## src/rtl/pc_gen_pkg.sv

```systemverilog
// Shared types and constants for the fetch-stage program-counter generator.
package pc_gen_pkg;

   typedef enum logic [1:0] {
      BOOT  = 2'd0,
      RUN   = 2'd1,
      FLUSH = 2'd2
   } pc_state_e;

   localparam int INST_BYTES = 4;

   // Widest address the BTB entry bundle can carry; narrower fields are zero-extended.
   localparam int BTB_MAX_W = 64;

   typedef struct packed {
      logic                 valid;
      logic [BTB_MAX_W-1:0] tag;
      logic [BTB_MAX_W-1:0] target;
   } btb_entry_t;

endpackage

```

## src/rtl/pc_btb.sv

```systemverilog
// Direct-mapped branch target buffer: combinational lookup, clocked update,
// valid bits cleared by the asynchronous active-low reset.
module pc_btb
   import pc_gen_pkg::*;
#(
   parameter int XLEN  = 32,
   parameter int DEPTH = 16
) (
   input  logic            clk,
   input  logic            rst,
   input  logic [XLEN-1:0] i_lookup_pc,
   output logic            o_hit,
   output logic [XLEN-1:0] o_target,
   input  logic            i_upd_en,
   input  logic [XLEN-1:0] i_upd_pc,
   input  logic [XLEN-1:0] i_upd_target
);

   localparam int IDX_W = $clog2(DEPTH);
   localparam int TAG_W = XLEN - IDX_W - 2;

   logic [DEPTH-1:0] r_valid;
   logic [TAG_W-1:0] r_tag    [DEPTH];
   logic [XLEN-3:0]  r_target [DEPTH];

   logic [IDX_W-1:0] w_lk_idx;
   logic [IDX_W-1:0] w_up_idx;
   btb_entry_t       w_entry;

   assign w_lk_idx = i_lookup_pc[IDX_W+1:2];
   assign w_up_idx = i_upd_pc[IDX_W+1:2];

   generate
      for (genvar gi = 0; gi < DEPTH; gi++) begin : g_valid
         always_ff @(posedge clk or negedge rst) begin
            if (!rst) begin
               r_valid[gi] <= 1'b0;
            end else if (i_upd_en && (w_up_idx == IDX_W'(gi))) begin
               r_valid[gi] <= 1'b1;
            end
         end
      end
   endgenerate

   // Payload needs no reset: an entry is only trusted once its valid bit is set.
   always_ff @(posedge clk) begin
      if (i_upd_en) begin
         r_tag[w_up_idx]    <= i_upd_pc[XLEN-1:IDX_W+2];
         r_target[w_up_idx] <= i_upd_target[XLEN-1:2];
      end
   end

   always_comb begin
      w_entry        = '0;
      w_entry.valid  = r_valid[w_lk_idx];
      w_entry.tag    = BTB_MAX_W'(r_tag[w_lk_idx]);
      w_entry.target = BTB_MAX_W'(r_target[w_lk_idx]);
   end

   assign o_hit    = w_entry.valid && (w_entry.tag == BTB_MAX_W'(i_lookup_pc[XLEN-1:IDX_W+2]));
   assign o_target = {w_entry.target[XLEN-3:0], 2'b00};

   logic w_unused_bits;
   assign w_unused_bits = ^{w_entry.target[BTB_MAX_W-1:XLEN-2], i_lookup_pc[1:0],
                            i_upd_pc[1:0], i_upd_target[1:0]};

endmodule

```

## src/rtl/pc_gen.sv

```systemverilog
// Fetch-stage PC generator with valid/ready fetch handshake and trap/branch redirects.
// Optional BTB prediction is built when PC_GEN_BTB_EN is defined.
module pc_gen
   import pc_gen_pkg::*;
#(
   parameter int              XLEN         = 32,
   parameter logic [XLEN-1:0] RESET_VECTOR = '0,
   parameter int              BTB_DEPTH    = 16
) (
   input  logic            clk,
   input  logic            rst,
   output logic [XLEN-1:0] pc,
   output logic            pc_valid,
   input  logic            if_ready,
   input  logic            stall,
   input  logic            trap_redirect,
   input  logic [XLEN-1:0] trap_target,
   input  logic            br_redirect,
   input  logic [XLEN-1:0] br_target,
   output logic            pred_taken,
   input  logic            btb_upd_en,
   input  logic [XLEN-1:0] btb_upd_pc,
   input  logic [XLEN-1:0] btb_upd_target
);

   pc_state_e       r_state;
   pc_state_e       w_state_next;
   logic [XLEN-1:0] r_pc;
   logic [XLEN-1:0] w_pc_next;
   logic            w_xfer;
   logic            w_btb_hit;
   logic [XLEN-1:0] w_btb_target;

`ifdef PC_GEN_BTB_EN
   pc_btb #(
      .XLEN  (XLEN),
      .DEPTH (BTB_DEPTH)
   ) u_btb (
      .clk          (clk),
      .rst          (rst),
      .i_lookup_pc  (r_pc),
      .o_hit        (w_btb_hit),
      .o_target     (w_btb_target),
      .i_upd_en     (btb_upd_en),
      .i_upd_pc     (btb_upd_pc),
      .i_upd_target (btb_upd_target)
   );
`else
   assign w_btb_hit    = 1'b0;
   assign w_btb_target = '0;

   logic w_unused_btb;
   assign w_unused_btb = ^{btb_upd_en, btb_upd_pc, btb_upd_target, (BTB_DEPTH > 1)};
`endif

   assign pc_valid   = (r_state == RUN);
   assign w_xfer     = pc_valid && if_ready;
   assign pred_taken = pc_valid && w_btb_hit;
   assign pc         = r_pc;

   always_comb begin
      w_state_next = r_state;
      w_pc_next    = r_pc;
      if (trap_redirect) begin
         w_pc_next    = {trap_target[XLEN-1:2], 2'b00};
         w_state_next = FLUSH;
      end else if (br_redirect) begin
         w_pc_next    = {br_target[XLEN-1:2], 2'b00};
         w_state_next = FLUSH;
      end else if (!stall) begin
         // Sequential increment wraps naturally at the XLEN boundary.
         if (w_xfer) begin
            w_pc_next = w_btb_hit ? w_btb_target : r_pc + XLEN'(INST_BYTES);
         end
         w_state_next = RUN;
      end
   end

   always_ff @(posedge clk or negedge rst) begin
      if (!rst) begin
         r_state <= BOOT;
         r_pc    <= RESET_VECTOR;
      end else begin
         r_state <= w_state_next;
         r_pc    <= w_pc_next;
      end
   end

endmodule

```

## config.mk

```make
export PLATFORM = sky130hd
export DESIGN_NAME = pc_gen
export DESIGN_NICKNAME = d
export VERILOG_FILES = /design/src/rtl/pc_gen_pkg.sv /design/src/rtl/pc_btb.sv /design/src/rtl/pc_gen.sv
export SDC_FILE = /design/constraint.sdc
export NUM_CORES = 1
export LEC_CHECK = 0
export ABC_AREA = 1
export BUFFER_PORTS_ARGS = -buffer_cell sky130_fd_sc_hd__buf_2
export CAP_MARGIN = 20
export CORE_ASPECT_RATIO = 0.7
export CORE_UTILIZATION = 47
export DETAILED_ROUTE_END_ITERATION = 10
export PLACE_DENSITY = 0.83
export SLEW_MARGIN = 5
export SYNTH_ARGS = -nofsm -noshare
export SYNTH_HDL_FRONTEND = slang
export SYNTH_HIERARCHICAL = 1
export SYNTH_SLANG_ARGS = --single-unit
```

## constraint.sdc

```tcl
create_clock -name clk -period 3.2 [get_ports clk]
set_input_delay 0.64 -clock clk [delete_from_list [all_inputs] [get_ports clk]]
set_output_delay 0.64 -clock clk [all_outputs]
set_load 0.02 [all_outputs]
```

==> flow_summary_export.csv, run 1 <==
group,metric,value,unit
status,status,"finished, final reports clean",
sta,worst_pin_slew,0.753,ns
detailed_routing,drtIter0Drc,225,
clocking,clockBufferDepth,2,
clocking,clock_latency,0.29,ns
power_and_ir_drop,power.density,394,nW/um^2
sta,final.period_utilization,60.3,%
die,start_util,49.9,%
placement,gp_congestion,0.893,
detailed_routing,wirelength,8010,um
die,die_w,92.2,um
detailed_routing,drc,0,
sta,tns,0,ns
sta,fmax,0.518,GHz
detailed_routing,ant_nets,0,
clocking,root_buffer,"clkbuf_8",
final_layout,area_growth,21.8,%
flow_run,cap_violations,0,
logic_synthesis,yosys_warnings,6,
setup_path,path_class,"register to register",
final_layout,final_cell_area,3260,um^2
logic_synthesis,netlist_area,2680,um^2
power_and_ir_drop,power,1.29,mW
sta,period_needed,1.93,ns
power_and_ir_drop,max-vdd-ir-drop,0.229,mV
die,coreArea,5370,um^2
sta,finalSetupViolCount,0,
clocking,cts_hold_buf,0,
worst_hold_path,hold_class,"input pin to async pin",
final_layout,finalNonFillerCells,609,
final_layout,diodes,0,
clocking,cts_tree,"built",
placement,dp_slack,1.06,ns
die,dieArea,6010,um^2
die,io_pins,169,
logic_synthesis,synth_area_per_cell,6.02,um^2
clocking,htreeDepth,2,
sta,holdWs,0.414,ns
final_layout,layout-drive-gt1-share,21.6,%
detailed_routing,via_per_inst,5.17,
global_routing,antenna_found_initial,0,
placement,dp_cells,601,
sta,setup_ws,1.27,ns
placement,dpl.hpwl,5950,um
setup_path,required,3.43,ns
setup_path,startpoint_type,"register",
placement,place_area,3170,um^2
setup_path,r2r_end,"pc[26]",
power_and_ir_drop,p_leak,1.66,nW
setup_path,worstPathMaxFanout,4,
detailed_routing,vias,3148,
sta,final-max-slew-violation-count,0,
setup_path,ff2ff_path_depth,9,
final_layout,final_core_util,60.8,%
setup_path,worstSetupEndpointType,"register",
sta,hold_viol_final,0,
sta,rsz0062_at_grt,"false",
logic_synthesis,ys_ff_latch,32,
setup_path,regToRegStartpoint,"pc[3]",
global_routing,grt_max_degree,46,
die,die_h,65.2,um
logic_synthesis,ys_seq_area_share,29.9,%
sta,finalClockSkew,0.00324,ns
clocking,postCtsResizedCells,0,
clocking,cts_sinks,32,
clocking,cts_buffers,5,
clocking,cts_setup_buffers,0,
final_layout,layout_common_cells,"nand2_1, nor2_1, buf_2, a21oi_1, inv_1",
setup_path,r2r_slack,1.27,ns
detailed_routing,avgRoutedWirePerCell,13.1,um
sta,maxSlewHeadroom,49.8,%
die,core.rowCount,22,
global_routing,grt_pass1_wl,13500,um
clocking,path_clk_slew,0.07,ns
detailed_routing,first_pass_iters,5,
final_layout,layout.nets,672,
logic_synthesis,ys_types,29,
global_routing,first_global_vias,2925,
setup_path,crit_arrival,2.16,ns
final_layout,final_common_cell,"nand2_1",
placement,port_buffers,96,
global_routing,grt_use_total,28.5,%
logic_synthesis,syn_inst,445,
global_routing,overflow,0,
## final cells by class
type | instances | area, um^2
sequential | 32 | 801
multi-input combinational | 359 | 1630
inverter | 37 | 139
clock buffer | 8 | 90.1
timing repair buffer | 101 | 518
tap | 72 | 90.1
fill | 540 | 2100
## cell usage after synthesis
master | n | share of area, %
a211oi_1 | 1 | 0.28
a21oi_1 | 43 | 8.0
a22oi_1 | 8 | 2.2
a22oi_2 | 1 | 0.47
a31oi_4 | 1 | 0.79
and2_1 | 2 | 0.47
buf_2 | 4 | 0.75
buf_4 | 4 | 1.1
buf_6 | 4 | 1.7
clkbuf_1 | 7 | 0.98
clkinv_1 | 1 | 0.14
conb_1 | 1 | 0.14
dfrtp_1 | 32 | 30
ha_1 | 1 | 0.47
inv_1 | 34 | 4.8
inv_2 | 2 | 0.28
nand2_1 | 133 | 19
nand3_1 | 30 | 5.6
nor2_1 | 98 | 14
nor2_2 | 1 | 0.23
nor2_4 | 3 | 1.3
nor3_1 | 1 | 0.19
o211ai_1 | 1 | 0.28
o21ai_0 | 19 | 3.5
o21ai_1 | 2 | 0.37
o21bai_1 | 2 | 0.56
o22ai_2 | 1 | 0.47
xnor2_1 | 3 | 0.98
xor2_1 | 5 | 1.6
## registers in the layout, indices dropped and copies added (netlist names)
| signal | flops |
|---|---|
| pc | 30 |
| r_state | 2 |
## how the worst max path moves through the flow
stage	depth (start not counted)	endpoint	slack [ns]	start
final	9	pc[26]	1.27	pc[3]
after global routing	9	pc[26]	1.08	pc[3]
after detailed placement	5	pc[2]	1.06	trap_redirect
after global placement	5	pc[2]	1.09	trap_redirect
after CTS	9	pc[26]	1.33	pc[3]
after floorplan	8	pc[8]	1.49	trap_redirect
## per-layer routing
metal,vias up,track usage (%),wire [um],part of all wire [%]
met1,1414,37.6,3710,46
met4,0,7.03,67,0.84
met5,-,0,0,0
met2,135,49.3,3660,46
li1,1589,-,-,-
met3,10,4.28,561,7.0
## logic make-up (layout without fill, tap and decap cells)
group / count (synthesis) / count (layout) / share of synthesized area [%]
other: 1 / 3 / 0.140
adders and majority gates: 1 / 1 / 0.467
and+or+nand+nor: 268 / 268 / 40.1
xor gates and xnor gates: 8 / 8 / 2.62
DFF: 32 / 32 / 29.9
buffers and inverters: 56 / 146 / 9.72
AOI/OAI and AO/OA: 79 / 79 / 17.0
## worst max-delay path, stage by stage (launching register included)
cell     delay (ns)
dfrtp_1        0.40
ha_1           0.28
nand2_1        0.11
nor2_2         0.24
nand2_1        0.20
nor2_1         0.22
a21oi_1        0.09
o21ai_0        0.20
nand2_1        0.07
nand2_1        0.06
## power breakdown
part | leakage (nW) | switching [mW] | internal, mW
registers | 0.370 | 0.0740 | 0.453
clock network | 0.0455 | 0.157 | 0.176
logic | 1.24 | 0.271 | 0.156
(Power assumes the default switching activity.)
==> run 2, diff against run 1 <==
--- a/config.mk
+++ b/config.mk
@@ -5,13 +5,13 @@
 export SDC_FILE = /design/constraint.sdc
 export NUM_CORES = 1
 export LEC_CHECK = 0
-export ABC_AREA = 1
+export ABC_AREA = 0
 export BUFFER_PORTS_ARGS = -buffer_cell sky130_fd_sc_hd__buf_2
 export CAP_MARGIN = 20
 export CORE_ASPECT_RATIO = 0.7
-export CORE_UTILIZATION = 47
+export CORE_UTILIZATION = 38
 export DETAILED_ROUTE_END_ITERATION = 10
-export PLACE_DENSITY = 0.83
+export PLACE_DENSITY = 0.73
 export SLEW_MARGIN = 5
 export SYNTH_ARGS = -nofsm -noshare
 export SYNTH_HDL_FRONTEND = slang
==> constraint.sdc (replaced) <==
create_clock -name clk -period 1.55 [get_ports clk]
set_input_delay 0.31 -clock clk [delete_from_list [all_inputs] [get_ports clk]]
set_output_delay 0.31 -clock clk [all_outputs]
set_load 0.02 [all_outputs]
==> run 2 against run 1 <==
The run now ends with setup timing left. Critical path depth decreased by 4. Core utilization rose by 6.8 points. Synthesized cell count fell by 30%. Global-route usage decreased by 0.95 points. Maximum frequency rose by 0.62%. Highest routed layer unchanged. First-iteration DRC count is 1.8% higher. Total power up 110%. Largest cell class unchanged.
==> flow_summary_export.csv, run 2 <==
group,metric,value,unit
status,status,"finished with violations",
status,failed_checks,"setup timing",
final_layout,diodes,0,
final_layout,final_common_cell,"buf_2",
clocking,cts_tree,"built",
setup_path,r2r_end,"pc[26]",
logic_synthesis,synth-edff-count,0,
logic_synthesis,yosys.area_share.adder,0.504,%
clocking,htreeDepth,2,
final_layout,layout_common_cells,"buf_2, buf_4, nand2_1, dfrtp_1, a21oi_1",
global_routing,first_global_vias,2951,
worst_hold_path,min_delay_path_depth,3,
die,start_util,39.5,%
sta,fmax,0.521,GHz
logic_synthesis,yosysTopAreaCell,"dfrtp_1",
final_layout,layout-drive-gt1-share,52.1,%
power_and_ir_drop,p_leak,1.97,nW
power_and_ir_drop,power.density,640,nW/um^2
final_layout,n_fill_cell,493,
logic_synthesis,synth_xor_xnor_area_share,4.59,%
setup_path,cpPeakStageDelay,0.56,ns
sta,final-max-slew-violation-count,0,
global_routing,antenna_found_initial,0,
placement,port_buffers,96,
logic_synthesis,yosys.area_share.simple,28.4,%
detailed_routing,via_per_inst,5.83,
logic_synthesis,netlist_area,2480,um^2
power_and_ir_drop,power,2.71,mW
setup_path,crit_arrival,2.09,ns
die,io_pins,169,
power_and_ir_drop,max-vdd-ir-drop,0.314,mV
sta,finalClockSkew,0.0110,ns
logic_synthesis,yosys_warnings,6,
setup_path,worstSetupEndpointType,"register",
setup_path,path_class,"register to register",
setup_path,required,1.72,ns
logic_synthesis,synth_top_family_by_area,"simple AND/OR/NAND/NOR gates",
logic_synthesis,syn_inst,312,
setup_path,cpMaxStageDelayCell,"or4_4",
detailed_routing,wirelength,9800,um
detailed_routing,drc,0,
logic_synthesis,ys_seq_area_share,32.3,%
logic_synthesis,yosys.cell_count.top_type,"dfrtp_1",
logic_synthesis,synthArstFlopShare,100,%
detailed_routing,vias,3274,
worst_hold_path,hp-start,"trap_target[2]",
logic_synthesis,synth_compound_area_share,24.4,%
detailed_routing,drtIter0Drc,229,
worst_hold_path,whs_endpoint,"pc[2]",
clocking,clockBufferDepth,2,
die,coreArea,6280,um^2
detailed_routing,avgRoutedWirePerCell,17.4,um
logic_synthesis,synth_top_cells_by_count,"dfrtp_1, a21oi_1, nand2_1",
placement,dp_slack,-0.431,ns
setup_path,crit_chain,"ha_4, nand3_2, or4_4, or3_1, o311a_1",
logic_synthesis,synth_top_area_share,32.3,%
clocking,path_clk_slew,0.06,ns
setup_path,r2r_slack,-0.37,ns
logic_synthesis,netlist_top_cells_area,"dfrtp_1, a21oi_1, xnor2_1, nand3_1, nand2_1",
sta,rsz0062_at_grt,"true",
setup_path,startpoint_type,"register",
final_layout,layout.nets,619,
detailed_routing,first_pass_iters,5,
logic_synthesis,synth.area.mux_share,2.98,%
clocking,clock_latency,0.29,ns
die,dieArea,6860,um^2
global_routing,grt_use_total,27.5,%
sta,period_needed,1.92,ns
detailed_routing,ant_nets,0,
flow_run,cap_violations,0,
die,core.rowCount,24,
setup_path,worstPathMaxFanout,3,
sta,setup_ws,-0.368,ns
clocking,root_buffer,"clkbuf_8",
setup_path,ff2ff_path_depth,5,
global_routing,grt_pass1_wl,14900,um
clocking,cts_sinks,32,
clocking,cts_buffers,5,
global_routing,grt_max_degree,20,
final_layout,area_growth,70.9,%
die,die_h,69.6,um
logic_synthesis,ys.flop_type,"dfrtp_1",
sta,final.period_utilization,124,%
worst_hold_path,hold_class,"input pin to register",
sta,hold_viol_final,0,
sta,finalSetupViolCount,23,
setup_path,regToRegStartpoint,"pc[3]",
die,die_w,98.6,um
global_routing,overflow,0,
placement,dpl.hpwl,6930,um
logic_synthesis,synth_area_per_cell,7.95,um^2
logic_synthesis,ys_ff_latch,32,
placement,gp_congestion,0.902,
final_layout,largest_reg_flops,30,
logic_synthesis,ys_types,55,
-- run 2: cell types whose count changed after synthesis, moves of 10 or more --
cell      previous run  this run
nand3_1             30        18
clkbuf_1             7        19
a21oi_1             43        25
nand2_1            133        24
xnor2_1              3        13
nor2_1              98        18
nand4_1              0        11
inv_1               34        14
-- run 2: cells by family (layout without fill, tap and decap cells) --
kind of cell | after synthesis | after routing
AND/OR/NAND/NOR | 129 | 130
AO/OA/AOI/OAI | 89 | 89
buffers and inverters | 40 | 209
flip-flops | 32 | 32
XOR/XNOR | 13 | 13
multiplexers | 7 | 7
adder cells (fa/ha/maj) | 1 | 1
other | 1 | 3
-- run 2: report_power, final --
| group | internal, mW | switching, mW |
|---|---|---|
| clock network | 0.315 | 0.330 |
| logic | 0.483 | 0.580 |
| registers | 0.923 | 0.0817 |
| total | 1.72 | 0.991 |
-- run 2: layout make-up --
type / instances / area [um^2] / area share [%]
Sequential cell: 32 / 815 / 19.2
Clock inverter: 1 / 5.00 / 0.118
Tap cell: 78 / 97.6 / 2.30
Clock buffer: 7 / 76.3 / 1.80
Inverter: 14 / 52.6 / 1.24
Timing Repair Buffer: 187 / 1320 / 31.0
Multi-Input combinational cell: 243 / 1880 / 44.3
-- run 2: metal layers --
metal  global-route usage, %  part of all wire [%]  up-vias
li1                        -                     -     1522
met2                    42.6                    47      164
met4                    7.13                  0.70        0
met5                       0                     0        -
met1                    39.9                    44     1577
met3                    4.33                   8.2       11
-- run 2: through the flow --
stage | TNS [ns] | cells | util (%) | cell area, um^2 | hold slack, ns
floorplan | -3.80 | 314 | - | 2610 | 0.0144
global placement | -4.67 | 532 | 57.7 | 3620 | 0.238
detailed placement | -5.46 | 532 | 57.7 | 3620 | 0.242
CTS | -4.31 | 549 | 62.2 | 3900 | 0.232
global route | -6.63 | 562 | 67.6 | 4240 | 0.248
finish | -4.92 | 562 | 67.6 | 4240 | 0.240
-- run 2: worst max-delay path by stage --
| stage | start | end | slack (ns) | cells after the start |
|---|---|---|---|---|
| final | pc[3] | pc[26] | -0.37 | 5 |
| after floorplan | pc[6] | pc[26] | -0.39 | 5 |
| after detailed placement | pc[8] | pc[23] | -0.43 | 4 |
| after global routing | pc[9] | pc[26] | -0.42 | 5 |
| after global placement | pc[8] | pc[23] | -0.38 | 4 |
| after CTS | pc[2] | pc[26] | -0.35 | 5 |
-- run 2: worst max-delay path, delay by kind of cell (launching register included) --
| kind | cells | cell delay [ns] |
|---|---|---|
| DFF | 1 | 0.41 |
| and+or+nand+nor | 3 | 0.95 |
| AOI/OAI and AO/OA | 1 | 0.29 |
| adders and majority gates | 1 | 0.15 |
-- run 2: what timing repair did --
item / in CTS / in global routing
pin swaps: 7 / 27
hold buffers: 1 / 0
gates resized for setup: 24 / 54
setup buffers: 9 / 13
gates cloned: 0 / 1
setup endpoints to repair: 28 / 30
endpoints found under the hold margin: 13 / 0
==> run 3, diff against run 2 <==
--- a/config.mk
+++ b/config.mk
@@ -15,5 +15,4 @@
 export SLEW_MARGIN = 5
 export SYNTH_ARGS = -nofsm -noshare
 export SYNTH_HDL_FRONTEND = slang
-export SYNTH_HIERARCHICAL = 1
 export SYNTH_SLANG_ARGS = --single-unit
==> constraint.sdc (replaced) <==
create_clock -name clk -period 1.55 [get_ports clk]
set_input_delay 0.3875 -clock clk [delete_from_list [all_inputs] [get_ports clk]]
set_output_delay 0.3875 -clock clk [all_outputs]
set_load 0.1 [all_outputs]
==> run 3 against run 2 <==
The flow still finishes with violations (setup timing). Setup slack worse by 0.014 ns. Cell area rose by 13%. Highest routed layer unchanged. Non-clock buffer count up 3.
==> flow_summary_export.csv, run 3 <==
group,metric,value,unit
global_routing,use_met3,7.16,%
detailed_routing,ant_nets,0,
sta,rsz0062_at_grt,"true",
logic_synthesis,yosysTopAreaCell,"dfrtp_1",
sta,finalClockSkew,0.00667,ns
logic_synthesis,ys_seq_area_share,32.3,%
global_routing,antenna_found_initial,0,
global_routing,overflow,0,
clocking,cts_buffers,5,
die,start_util,39.5,%
logic_synthesis,yosys_warnings,0,
die,die_w,98.6,um
setup_path,worstSetupEndpointType,"register",
worst_hold_path,hold_class,"input pin to async pin",
power_and_ir_drop,max-vdd-ir-drop,0.416,mV
setup_path,required,1.72,ns
sta,fmax,0.518,GHz
logic_synthesis,ys.flop_type,"dfrtp_1",
logic_synthesis,synthArstFlopShare,100,%
placement,dpl.hpwl,7120,um
final_layout,largest_reg_flops,30,
sta,hold_viol_final,0,
placement,port_buffers,96,
final_layout,area_growth,92.8,%
logic_synthesis,syn_inst,312,
global_routing,grt_busiest_layer,"met2",
setup_path,crit_arrival,2.10,ns
logic_synthesis,synth_area_per_cell,7.95,um^2
sta,period_needed,1.93,ns
final_layout,multi_input_area,1940,um^2
clocking,cts_sinks,32,
sta,finalSetupViolCount,30,
detailed_routing,drc,0,
global_routing,grt_max_degree,23,
logic_synthesis,synth_top_cells_by_count,"dfrtp_1, a21oi_1, nand2_1",
status,status,"finished with violations",
final_layout,diodes,0,
placement,dp_slack,-0.443,ns
logic_synthesis,synth-edff-count,0,
logic_synthesis,synth_top_area_share,32.3,%
global_routing,first_global_vias,3369,
sta,holdWs,0.00940,ns
clocking,cts_hold_buf,0,
clocking,path_clk_slew,0.07,ns
power_and_ir_drop,power.density,762,nW/um^2
clocking,cts_tree,"built",
die,io_pins,169,
logic_synthesis,netlist_area,2480,um^2
global_routing,met1_usage,39.9,%
detailed_routing,drtIter0Drc,453,
setup_path,path_class,"register to register",
setup_path,startpoint_type,"register",
sta,setup_ws,-0.381,ns
clocking,clock_latency,0.30,ns
flow_run,cap_violations,0,
final_layout,final_common_cell,"buf_4",
detailed_routing,vias,3486,
die,core.rowCount,24,
detailed_routing,via_per_inst,6.18,
final_layout,n_fill_cell,393,
detailed_routing,avgRoutedWirePerCell,20.1,um
sta,final-max-slew-violation-count,0,
logic_synthesis,netlist_top_cells_area,"dfrtp_1, a21oi_1, xnor2_1, nand3_1, nand2_1",
power_and_ir_drop,p_leak,2.14,nW
global_routing,grt_pass1_wl,17000,um
die,coreArea,6280,um^2
clocking,root_buffer,"clkbuf_8",
logic_synthesis,yosys.cell_count.top_type,"dfrtp_1",
global_routing,use_met2,52.0,%
placement,dp_cells,540,
logic_synthesis,ys_ff_latch,32,
detailed_routing,wirelength,11400,um
final_layout,layout_common_cells,"buf_4, buf_2, buf_12, nand2_1, a21oi_1",
final_layout,ff_latch_area,860,um^2
global_routing,grt_use_total,31.8,%
final_layout,finalNonFillerCells,564,
sta,final.period_utilization,125,%
clocking,clockBufferDepth,2,
die,dieArea,6860,um^2
final_layout,layout.nets,621,
logic_synthesis,ys_types,55,
final_layout,layout-drive-gt1-share,55.1,%
die,die_h,69.6,um
status,failed_checks,"setup timing",
setup_path,worstPathMaxFanout,3,
detailed_routing,first_pass_iters,6,
placement,gp_congestion,0.952,
clocking,htreeDepth,2,
[run 3: cell counts after synthesis]
Identical to the previous run, type by type.
[run 3: cell type report]
class / instances / share of cell area, %
repair buffers: 190 / 36.4
inverters: 14 / 1.10
multi-input cells: 242 / 40.6
well taps: 78 / 2.04
flip-flops and latches: 32 / 18.0
clock buffers: 8 / 1.88
[run 3: stage by stage]
stage	TNS [ns]	cell area [um^2]	total power [mW]	util, %
after floorplan	-8.21	2630	2.03	-
after global placement	-6.04	4100	2.75	65.3
after detailed placement	-7.07	4100	2.78	65.3
after CTS	-4.56	4590	3.52	73.2
after global routing	-7.57	4780	3.76	76.2
final	-5.61	4780	3.65	76.2
[run 3: logic make-up (layout without fill, tap and decap cells)]
group	Yosys count	in the layout	share of synthesized area, %
XOR/XNOR	13	13	4.59
adder cells (fa/ha/maj)	1	1	0.504
buffers and inverters	40	212	6.76
AO/OA/AOI/OAI	89	89	24.4
multiplexers	7	7	2.98
AND/OR/NAND/NOR	129	129	28.4
flip-flops	32	32	32.3
other	1	3	0.151
[run 3: report_power, final]
group	switching, mW	total (mW)	leakage [nW]	internal (mW)
sequential	0.101	1.05	0.355	0.945
combinational	1.18	1.90	1.74	0.718
clock	0.337	0.700	0.0455	0.363
total	1.62	3.65	2.14	2.03
[run 3: layer usage]
metal / vias to the layer above / wire length, um
met5: - / 0
met4: 0 / 466
met3: 63 / 1130
met2: 264 / 5360
met1: 1641 / 4390
li1: 1518 / -
[run 3: worst paths after layout]
check,from,endpoint,slack [ns],cells past startpoint
max,pc[7],pc[26],-0.38,4
min,rst,pc[18],0.009,1
max reg2reg,pc[7],pc[26],-0.38,4
min reg2reg,pc[3],pc[3],0.65,2
max in group asynchronous,rst,pc[6],1.08,2
min in group clk,trap_target[2],pc[2],0.33,3
[run 3: repair_timing]
item | CTS | global route
gates resized for setup | 53 | 39
pin swaps | 23 | 23
endpoints found under the setup margin | 30 | 34
buffers inserted | 11 | 8
cloned | 1 | 0
[run 3: critical path: stages, from the launching register on]
cell	delay, ns
dfrtp_4	0.42
nand4_1	0.16
or4_4	0.54
or3_1	0.36
o311a_1	0.32
